[src/rtl/core3_cpu_1_oci_dct_packer_pkg.sv]
// Shared definitions for the OCI direct-compressed-trace path: frame geometry,
// packer state encoding and slot addressing helper.
package oci_trace_pkg;

  localparam int unsigned CODE_W = 2;
  localparam int unsigned SLOTS  = 15;
  localparam int unsigned CNT_W  = 4;
  localparam int unsigned BUF_W  = CODE_W * SLOTS;

  typedef enum logic [1:0] {
    ACCUM,
    DRAIN,
    ENDED
  } dct_state_e;

  // Bit position of the least significant bit of slot i inside a frame.
  function automatic int unsigned slot_lsb(input int unsigned i);
    return CODE_W * i;
  endfunction

endpackage

[src/rtl/core3_cpu_1_oci_dct_frame_reg.sv]
// Frame output stage: holds one completed frame and presents it to the trace
// sink over valid/ready. Contents are zeroed once the sink consumes them.
module core3_cpu_1_oci_dct_frame_reg
  import oci_trace_pkg::*;
(
  input  logic             clk,
  input  logic             reset,
  input  logic             load,
  input  logic [BUF_W-1:0] load_buffer,
  input  logic [CNT_W-1:0] load_count,
  input  logic             frame_ready,
  output logic             frame_valid,
  output logic [BUF_W-1:0] dct_buffer,
  output logic [CNT_W-1:0] dct_count
);

  // Load a new frame (may coincide with draining the old one), else clear on consumption.
  always_ff @(posedge clk or posedge reset) begin
    if (reset) begin
      frame_valid <= 1'b0;
      dct_buffer  <= '0;
      dct_count   <= '0;
    end else if (load) begin
      frame_valid <= 1'b1;
      dct_buffer  <= load_buffer;
      dct_count   <= load_count;
    end else if (frame_valid && frame_ready) begin
      frame_valid <= 1'b0;
      dct_buffer  <= '0;
      dct_count   <= '0;
    end
  end

endmodule

[src/rtl/core3_cpu_1_oci_dct_packer.sv]
// Producer side of the OCI DCT interface: packs 2-bit trace codes into 15-slot
// frames, hands them to the frame stage and sequences the end-of-test flush.
module core3_cpu_1_oci_dct_packer
  import oci_trace_pkg::*;
(
  input  logic             clk,
  input  logic             reset,
  input  logic             code_valid,
  input  logic [1:0]       code,
  output logic             code_ready,
  input  logic             flush,
  output logic             frame_valid,
  input  logic             frame_ready,
  output logic [BUF_W-1:0] dct_buffer,
  output logic [CNT_W-1:0] dct_count,
  output logic             test_ending,
  output logic             test_has_ended
);

  dct_state_e       state;
  logic             ready_q;
  logic [BUF_W-1:0] acc;
  logic [CNT_W-1:0] acc_cnt;

  logic [BUF_W-1:0] acc_upd;
  logic [CNT_W-1:0] cnt_upd;
  logic [CNT_W-1:0] cnt_nxt;
  logic             accept;
  logic             frame_free;
  logic             flush_pend;
  logic             load;
  logic             fv_next;
  logic             drain_done;

  assign code_ready = ready_q;

  // Handoff decisions look at the accumulator including this cycle's code, so
  // the 15th code (or a code arriving with flush) leaves in the same cycle.
  always_comb begin
    accept  = code_valid & ready_q;
    acc_upd = acc;
    cnt_upd = acc_cnt;
    if (accept) begin
      for (int unsigned i = 0; i < SLOTS; i++) begin
        if (acc_cnt == CNT_W'(i)) acc_upd[slot_lsb(i) +: CODE_W] = code;
      end
      cnt_upd = acc_cnt + 1'b1;
    end
    frame_free = !frame_valid | frame_ready;
    flush_pend = (state == DRAIN) | ((state == ACCUM) & flush);
    load       = frame_free & ((cnt_upd == CNT_W'(SLOTS)) | (flush_pend & (cnt_upd != '0)));
    cnt_nxt    = load ? '0 : cnt_upd;
    fv_next    = load | (frame_valid & !frame_ready);
    drain_done = flush_pend & (cnt_nxt == '0) & !fv_next;
  end

  // Accumulator: collect accepted codes, empty it when its contents move to the frame stage.
  always_ff @(posedge clk or posedge reset) begin
    if (reset) begin
      acc     <= '0;
      acc_cnt <= '0;
    end else if (load) begin
      acc     <= '0;
      acc_cnt <= '0;
    end else begin
      acc     <= acc_upd;
      acc_cnt <= cnt_upd;
    end
  end

  // Flush sequencing FSM with registered code_ready and end-of-test flags.
  always_ff @(posedge clk or posedge reset) begin
    if (reset) begin
      state          <= ACCUM;
      ready_q        <= 1'b0;
      test_ending    <= 1'b0;
      test_has_ended <= 1'b0;
    end else begin
      test_ending <= 1'b0;
      case (state)
        ACCUM: begin
          if (flush) begin
            ready_q <= 1'b0;
            if (drain_done) begin
              state          <= ENDED;
              test_ending    <= 1'b1;
              test_has_ended <= 1'b1;
            end else begin
              state <= DRAIN;
            end
          end else begin
            ready_q <= (cnt_nxt != CNT_W'(SLOTS));
          end
        end
        DRAIN: begin
          ready_q <= 1'b0;
          if (drain_done) begin
            state          <= ENDED;
            test_ending    <= 1'b1;
            test_has_ended <= 1'b1;
          end
        end
        ENDED: begin
          ready_q <= 1'b0;
        end
        default: begin
          state   <= ACCUM;
          ready_q <= 1'b0;
        end
      endcase
    end
  end

  core3_cpu_1_oci_dct_frame_reg u_frame_reg (
    .clk         (clk),
    .reset       (reset),
    .load        (load),
    .load_buffer (acc_upd),
    .load_count  (cnt_upd),
    .frame_ready (frame_ready),
    .frame_valid (frame_valid),
    .dct_buffer  (dct_buffer),
    .dct_count   (dct_count)
  );

endmodule

[config.mk]
export PLATFORM = sky130hd
export DESIGN_NAME = core3_cpu_1_oci_dct_packer
export DESIGN_NICKNAME = d
export VERILOG_FILES = /design/src/rtl/core3_cpu_1_oci_dct_packer_pkg.sv /design/src/rtl/core3_cpu_1_oci_dct_frame_reg.sv /design/src/rtl/core3_cpu_1_oci_dct_packer.sv
export SDC_FILE = /design/constraint.sdc
export NUM_CORES = 1
export LEC_CHECK = 0
export CAP_MARGIN = 5
export CORE_MARGIN = 2
export CORE_UTILIZATION = 59
export CTS_CLUSTER_DIAMETER = 120
export DETAILED_ROUTE_END_ITERATION = 8
export GPL_ROUTABILITY_DRIVEN = 0
export PLACE_DENSITY = 0.87
export SYNTH_ARGS = -nofsm -noshare
export SYNTH_HDL_FRONTEND = slang
export SYNTH_SLANG_ARGS = --single-unit
[constraint.sdc]
create_clock -name clk -period 6.19 [get_ports clk]
set_input_delay 1.238 -clock clk [delete_from_list [all_inputs] [get_ports clk]]
set_output_delay 1.238 -clock clk [all_outputs]
set_load 0.01 [all_outputs]
# Word-level counts from Yosys, hierarchy flattened

Cells that the tools add are included.

Bits in registers: 74
Bits of input ports: 7
Word-level logic and storage cells: 91

Add/sub/neg operators: 1
Equal/unequal tests: 20
Mux-type cells: 37
Bitwise operators: 12
Reductions and logical operators: 12

Operator list:

| kind                                          | count |
|---|---|
| two-way mux 30 bit                            | 4 |
| two-way mux 2 bit                             | 18 |
| == test 4 bit, second input constant          | 8 |
| == test 4 x 3 -> 1 bit, second input constant | 4 |
| two-way mux 4 bit                             | 4 |
| == test 4 x 2 -> 1 bit, second input constant | 2 |
| logical NOT 4 bit                             | 2 |
| two-way mux 1 bit                             | 8 |
| AND 1 bit                                     | 7 |
| case mux 2 bit (3 select lines)               | 1 |
| adder 4 x 1 -> 4 bit, second input constant   | 1 |
| == test 4 x 1 -> 1 bit, second input constant | 1 |
| inequality test 2 bit, second input constant  | 2 |
| inequality test 4 bit, second input constant  | 1 |
| bitwise OR 1 bit                              | 4 |
| case mux 1 bit (2 select lines)               | 2 |
| nonzero test 2 bit                            | 2 |
| nonzero test 4 bit                            | 1 |
| logical NOT 1 bit                             | 3 |
| AND reduction 3 bit                           | 1 |
| == test 2 x 1 -> 1 bit, second input constant | 1 |
| == test 2 bit, second input constant          | 1 |
| logical NOT 2 bit                             | 1 |
| AND reduction 2 bit                           | 1 |
| 2 further kinds                               | 2 |

# Longest topological paths before layout

Gate-level depths: netlist of run 1.

Depth in word-level cells: 13
Depth in mapped cells: 9
Mapped depth without buffers: 7

# Modules after synthesis

Synthesis of run 1 repeated with hierarchy kept, for this count alone.

Cell total of the unflattened synthesis: 347
Area, all modules: 3714.8 µm²

Modules (own cells, without submodules):

| module                        | instances | cells each | area an instance (µm²) |
|---|---|---|---|
| core3_cpu_1_oci_dct_packer    | 1         | 230        | 2197.1 |
| core3_cpu_1_oci_dct_frame_reg | 1         | 117        | 1517.7 |

# Least setup slack after synthesis of run 1

Ideal clock, no wire load.

Path kind: input to register
Start point: input port code_valid
End point: register u_frame_reg.dct_buffer[0]
Data arrival time: 2.523 ns
Data required time: 6.115 ns
Slack: 3.593 ns
Stages: 8
Path buffers: 3
Cells stage by stage: and2_1 buf_6 o21ai_2 a31oi_1 or3_1 buf_6 buf_6 o2bb2ai_2

Word-level cells in the longest chain between the ends: 7

Ends and longest elaborated chain:

| element                                                         | line                                | text |
|---|---|---|
| from (decl)                                                     | core3_cpu_1_oci_dct_packer.sv:8     | `input logic code_valid,` |
| AND 1 bit *                                                     | core3_cpu_1_oci_dct_packer.sv:40    | `accept = code_valid & ready_q;` |
| two-way mux 4 bit                                               | core3_cpu_1_oci_dct_packer.sv:43    | `if (accept) begin` |
| nonzero test 4 bit                                              | core3_cpu_1_oci_dct_packer.sv:51    | `load = frame_free & ((cnt_upd == CNT_W'(SLOTS)) \| (flush_pend & (cnt_upd != '0)));` |
| AND 1 bit                                                       | core3_cpu_1_oci_dct_packer.sv:51    |  |
| bitwise OR 1 bit                                                | core3_cpu_1_oci_dct_packer.sv:51    |  |
| AND 1 bit                                                       | core3_cpu_1_oci_dct_packer.sv:51    |  |
| two-way mux 30 bit / nonzero test 2 bit (equally long branches) | --                                  |  |
| to (signal assigned)                                            | core3_cpu_1_oci_dct_frame_reg.sv:25 | `dct_buffer <= load_buffer;` |
| to (decl)                                                       | core3_cpu_1_oci_dct_frame_reg.sv:13 | `output logic [BUF_W-1:0] dct_buffer,` |

Every way passes the cells marked *; elsewhere a longest branch is shown, timed or not.
A chain may end at the register's enable or synchronous reset.

# Worst setup path in the final report of run 1

Start point: input port code_valid
End point: register u_frame_reg.dct_buffer[27]

The elaborated chain is that of the path after synthesis.

==> out/results.ini, run 1 <==
[logic_synthesis]
ys_ff_latch=74
synth-async-reset-ratio_pct=100
post-synth-top-area-fraction_pct=55.6
synth_top_flop_cell=dfrtp_1
synth_area_leaders=dfrtp_1 56%, o2bb2ai_2 14%, mux2i_1 9.3%
yosys-top-cells-count=74 x dfrtp_1, 50 x nor2_1, 32 x o2bb2ai_2
yosysMostFrequentCell=dfrtp_1
syn_area_um2=3330
yosys.area.top_type=dfrtp_1
synth_cells=254
ys_types=36
yosysSeqAreaShare_pct=55.6
synth_edf_count=0
synth_nets=265
syn_avg_cell_area_um2=13.1
ys_warn_count=0

[global_routing]
grt-ovfl-total=0
grt_max_degree=75
grt_antenna_before_repair=0
grt_pass1_wl_um=10500
grt_use_total_pct=22.3
grt_pass1_vias=2167

[setup_path]
critPathArrivalTime_ns=4.01
slowest_stage=a211o_1
crit_type=in2reg
crit_chain=clkdlybuf4s50_1, nand3_2, xnor2_2, nor4_4, a211o_1, buf_4, o2bb2ai_2
end_kind=register
path_buf_inv=2
path_max_fanout=20
reg2reg_depth=8
crit_family=compound AO/OA/AOI/OAI gates
cp.required_ns=6.46
worstSetupStartpointType=input port
cpPeakStageDelay_ns=0.89
crit_cells=7

[cts]
numCtsBuffers=9
clkLatencyLatePin_ns=0.35
ctsLongestPathBuffers=2
cts.sinks=74
cts.clk_slew.worst_paths_ns=0.07
post_cts_buffers=0
ctsRootBufferMaster=clkbuf_8
htreeDepth=3
hold_buffers=0
post_cts_resized=0
tritoncts=yes

[cells_and_area]
diodes=0
drive_gt1_share_pct=19.5
utilization_pct=71.8
fin_cells=374
nNetsFinal=308
syn_to_final_growth_pct=18.0

[timing]
finalSetupViolations=0
skew_ns=0.00495
post-route-period-util_pct=60.4
worstMarginPinSlew_ns=1.06
rsz0062_at_grt=false
fin_tns_setup_ns=0
min_period_ns=3.74
slew_headroom_pct=29.5
hold_viol=0
fmax_mhz=267
slew_violations=0

[detailed_routing]
drt-total-wl_um=6280
vias=2102
avgRoutedWirePerCell_um=16.8
dr_wl_met2_um=2830
maxUsedRoutingLayer=met4
viasPerCell=5.62
m1WireLength_um=3010
wl_met3_um=302
ant_nets=0
drt_first_pass_iters=4
drc=0
drt_iter0_drc=204

[floorplan]
fp.dieW_um=79.1
initial_core_util_pct=60.8
dieArea_um2=6260
die_h_um=79.1
core_um2=5470
io_pins=45
rows=27

[hold_path]
whs_path_depth=1
worstHoldPathType=reg2reg

[run_status]
outcome=finished, final reports clean

[pwr]
p_leak_nw=1.72
p_per_area_nw_per_um2=347
ir_drop_mv=0.172

[place]
portBuffers=44
numPlacedInstances=358
dp_hpwl_um=4070

[flow_run]
maxCapViolCount=0

-- cells by family (layout without fill, tap and decap cells) --
kind of cell / after synthesis / after routing / synth area share [%]
AO/OA/AOI/OAI: 44 / 44 / 17.1
XOR/XNOR: 3 / 3 / 1.01
adder cells (fa/ha/maj): 4 / 4 / 1.50
buffers and inverters: 21 / 69 / 4.47
flip-flops: 74 / 74 / 55.6
multiplexers: 31 / 31 / 9.32
AND/OR/NAND/NOR: 77 / 77 / 11.0
-- flip-flops by register name, summed over array words and instances (netlist names) --
register and cells:
u_frame_reg.dct_buffer 30, test_has_ended 1, state 2, acc_cnt 4
acc 30, code_ready 1, test_ending 1, u_frame_reg.frame_valid 1
u_frame_reg.dct_count 4
-- power breakdown --
part           switching [mW]  leakage [nW]  total [mW]  internal, mW
Combinational           0.289         0.615       0.450         0.161
Clock                   0.172        0.0916       0.325         0.153
Sequential             0.0475          1.02       0.591         0.544
-- final cells by class --
cell class                      count  area [um^2]
Timing Repair Buffer               48          470
Clock inverter                      6         32.5
Clock buffer                       10          138
Multi-Input combinational cell    159         1330
Sequential cell                    74         1850
Inverter                            5         18.8
Fill cell                         403         1540
Tap cell                           72         90.1
-- through the flow --
step / hold WS, ns / total power [mW] / cell area (um^2) / setup slack [ns]
after detailed placement: 0.462 / 1.05 / 3760 / 2.11
after floorplan: 0.452 / 0.957 / 3330 / 3.07
final: 0.467 / 1.37 / 3930 / 2.45
after global routing: 0.501 / 1.44 / 3930 / 2.32
after global placement: 0.446 / 1.03 / 3760 / 2.20
after CTS: 0.479 / 1.37 / 3930 / 2.46
-- routing by layer --
layer | global-route usage (%) | vias up
met4 | 12.2 | 0
met3 | 4.55 | 12
met1 | 31.4 | 1041
met5 | 0 | -
met2 | 32.5 | 61
li1 | - | 988
-- cells in the final DEF, fill, tap and decap left out --
cell	instances
a21oi_1	1
inv_2	1
o21ai_2	1
nor4_4	1
nand4b_1	1
or2_1	1
nand3_1	5
dfrtp_1	74
a211o_1	1
o21ai_0	1
ha_1	4
a41oi_1	1
or3_1	2
o2bb2ai_2	32
nor3_2	2
and4b_1	1
a31oi_1	2
nor2_1	50
inv_1	4
xor2_1	1
xnor2_2	1
nor3_1	2
mux2i_1	31
nand2_1	6
clkinvlp_4	1
clkbuf_8	10
nand2b_1	3
o2bb2ai_1	1
a21o_1	2
nand3_2	1
o21a_1	1
and2_1	1
and3_1	1
xnor2_1	1
a311oi_1	1
clkdlybuf4s50_1	44
buf_4	4
clkinv_2	5
-- path summary, 6_finish.rpt --
kind                                      from                         end  slack [ns]
worst max-delay path                code_valid  u_frame_reg.dct_buffer[27]        2.45
max in group asynchronous                reset                      acc[7]        4.14
min in group asynchronous                reset  u_frame_reg.dct_buffer[11]        1.48
worst min register to register  test_has_ended              test_has_ended        0.47
worst max register to register      acc_cnt[0]  u_frame_reg.dct_buffer[27]        3.15
worst min-delay path            test_has_ended              test_has_ended        0.47
Power figures use the tool's default switching activity.
==> inputs of run 2 (changes only) <==
--- a/config.mk
+++ b/config.mk
@@ -7,11 +7,11 @@
 export LEC_CHECK = 0
 export CAP_MARGIN = 5
 export CORE_MARGIN = 2
-export CORE_UTILIZATION = 59
+export CORE_UTILIZATION = 54
 export CTS_CLUSTER_DIAMETER = 120
 export DETAILED_ROUTE_END_ITERATION = 8
 export GPL_ROUTABILITY_DRIVEN = 0
-export PLACE_DENSITY = 0.87
+export PLACE_DENSITY = 0.81
 export SYNTH_ARGS = -nofsm -noshare
 export SYNTH_HDL_FRONTEND = slang
 export SYNTH_SLANG_ARGS = --single-unit
==> constraint.sdc (replaced) <==
create_clock -name clk -period 3.7 [get_ports clk]
set_input_delay 0.74 -clock clk [delete_from_list [all_inputs] [get_ports clk]]
set_output_delay 0.74 -clock clk [all_outputs]
set_load 0.01 [all_outputs]
==> run 2 against run 1 <==
Effect of this change: power up 70%; register-to-register slack worse by 2.2 ns; wire length is 1.5% lower; design area is 0.32% higher; worst setup slack worse by 1.6 ns; first-iteration DRC count fell by 31%; non-clock buffer count decreased by 1.
==> out/results.ini, run 2 (synthesized netlist as in run 1, its figures left out) <==
[place]
dp_hpwl_um=3950  ; was 4070 um
place_ws_ns=0.482  ; was 2.11 ns
placed_cell_area_um2=3760  ; about the same
numPlacedInstances=360  ; was 358
portBuffers=44  ; unchanged

[cts]
ctsRootBufferMaster=clkbuf_8  ; unchanged
cts.sinks=74  ; unchanged
post_cts_buffers=0  ; unchanged
numCtsBuffers=9  ; unchanged
clkLatencyLatePin_ns=0.34  ; was 0.35 ns
ctsLongestPathBuffers=2  ; unchanged
tritoncts=yes  ; unchanged
htreeDepth=3  ; unchanged
post_cts_resized=0  ; unchanged
cts.clk_slew.worst_paths_ns=0.07  ; about the same
hold_buffers=0  ; unchanged

[cells_and_area]
drive_gt1_share_pct=18.7  ; was 19.5%
design_area_um2=3940  ; was 3930 um^2
fillerInstances=469  ; was 403
fin_cells=375  ; was 374
mostFrequentLayoutCell=dfrtp_1  ; unchanged
syn_to_final_growth_pct=18.4  ; was 18.0%
final_cell_mix=74 x dfrtp_1, 50 x nor2_1, 44 x clkdlybuf4s50_1, 32 x o2bb2ai_2, 31 x mux2i_1  ; unchanged
diodes=0  ; unchanged
nNetsFinal=307  ; was 308
utilization_pct=66.2  ; was 71.8%
reg_top3=acc: 30 flops, u_frame_reg.dct_buffer: 30 flops  ; unchanged

[timing]
post-route-period-util_pct=78.1
worstMarginPinSlew_ns=0.966  ; was 1.06 ns
min_period_ns=2.89
hold_ws_ns=0.468  ; was 0.467 ns
hold_viol=0  ; unchanged
finalSetupViolations=0  ; unchanged
slew_headroom_pct=35.6  ; was 29.5%
finalWorstSetupSlack_ns=0.811  ; was 2.45 ns
skew_ns=0.00661  ; was 0.00495 ns
fin_tns_setup_ns=0  ; unchanged
fmax_mhz=346
slew_violations=0  ; unchanged
rsz0062_at_grt=false  ; unchanged

[global_routing]
grt-ovfl-total=0  ; unchanged
grt_antenna_before_repair=0  ; unchanged
grt_max_degree=75  ; unchanged
grt_pass1_wl_um=10500  ; about the same
grt_use_total_pct=20.8  ; was 22.3%
grt_pass1_vias=2144  ; was 2167

[floorplan]
core_um2=5960  ; was 5470 um^2
die_h_um=82.5  ; was 79.1 um
rows=28  ; was 27
io_pins=45  ; unchanged
fp.dieW_um=82.5  ; was 79.1 um
initial_core_util_pct=55.9  ; was 60.8%
dieArea_um2=6810  ; was 6260 um^2

[detailed_routing]
vias=2109  ; was 2102
drt-total-wl_um=6190  ; was 6280 um
ant_nets=0  ; unchanged
drt_iter0_drc=140  ; was 204
drt_first_pass_iters=4  ; unchanged
drc=0  ; unchanged
avgRoutedWirePerCell_um=16.5  ; was 16.8 um
viasPerCell=5.62  ; about the same

[pwr]
p_per_area_nw_per_um2=588  ; was 347 nW/um^2
total_power_mw=2.32  ; was 1.37 mW
ir_drop_mv=0.346  ; was 0.172 mV
p_leak_nw=1.72  ; about the same

[setup_path]
worstSetupStartpointType=input port  ; unchanged
cp.required_ns=3.89  ; was 6.46 ns
slowest_stage=or3_2  ; was a211o_1
crit_chain=clkdlybuf4s50_1, nand3_2, xnor2_2, nor4_4, or3_2, o2bb2ai_2  ; was clkdlybuf4s50_1, nand3_2, xnor2_2, nor4_4, a211o_1, buf_4, o2bb2ai_2
cpPeakStageDelay_ns=0.82  ; was 0.89 ns
critPathArrivalTime_ns=3.08  ; was 4.01 ns
path_max_fanout=33  ; was 20
end_kind=register  ; unchanged
crit_family=simple AND/OR/NAND/NOR gates  ; was compound AO/OA/AOI/OAI gates
path_buf_inv=1  ; was 2
crit_type=in2reg  ; unchanged

[run_status]
outcome=finished, final reports clean  ; unchanged

[flow_run]
maxCapViolCount=0  ; unchanged

[hold_path]
worstHoldPathType=reg2reg  ; unchanged

==> run 2: cell types whose count changed in the layout (fill, tap and decap cells not counted), sizes merged <==
cell / before / now
bufinv: 0 / 1
buf: 4 / 3
clkbuf: 10 / 12
clkinv: 5 / 2
clkinvlp: 1 / 0
==> run 2: cell type report <==
class	count	area [um^2]	share of cell area, %
tap	75	93.8	2.38
sequential	74	1850	47.0
clock buffer	12	145	3.68
clock inverter	3	40.0	1.02
inverter	5	18.8	0.476
timing repair buffer	47	463	11.7
multi-input combinational	159	1330	33.7
==> run 2: worst paths after layout <==
kind | from | to | slack (ns) | cells past startpoint
min in group asynchronous | reset | acc[25] | 0.99 | 3
max in group asynchronous | reset | u_frame_reg.dct_buffer[13] | 2.12 | 3
worst min-delay path | test_has_ended | test_has_ended | 0.47 | 1
worst max-delay path | code_valid | u_frame_reg.dct_buffer[21] | 0.81 | 6
worst min register to register | test_has_ended | test_has_ended | 0.47 | 1
worst max register to register | acc_cnt[0] | u_frame_reg.dct_buffer[29] | 0.96 | 7
==> run 2: power by group <==
| part | total, mW | internal (mW) | leakage (nW) | switching, mW |
|---|---|---|---|---|
| combinational | 0.731 | 0.264 | 0.611 | 0.468 |
| sequential | 0.987 | 0.910 | 1.02 | 0.0768 |
| clock | 0.602 | 0.325 | 0.0962 | 0.277 |
==> run 2: per-layer routing <==
layer | GRT usage [%] | share of wire [%] | vias to the layer above
li1 | - | - | 981
met1 | 28.7 | 46 | 1075
met2 | 31.5 | 49 | 42
met3 | 3.80 | 3.0 | 11
met4 | 10.7 | 1.8 | 0
met5 | 0 | 0 | -
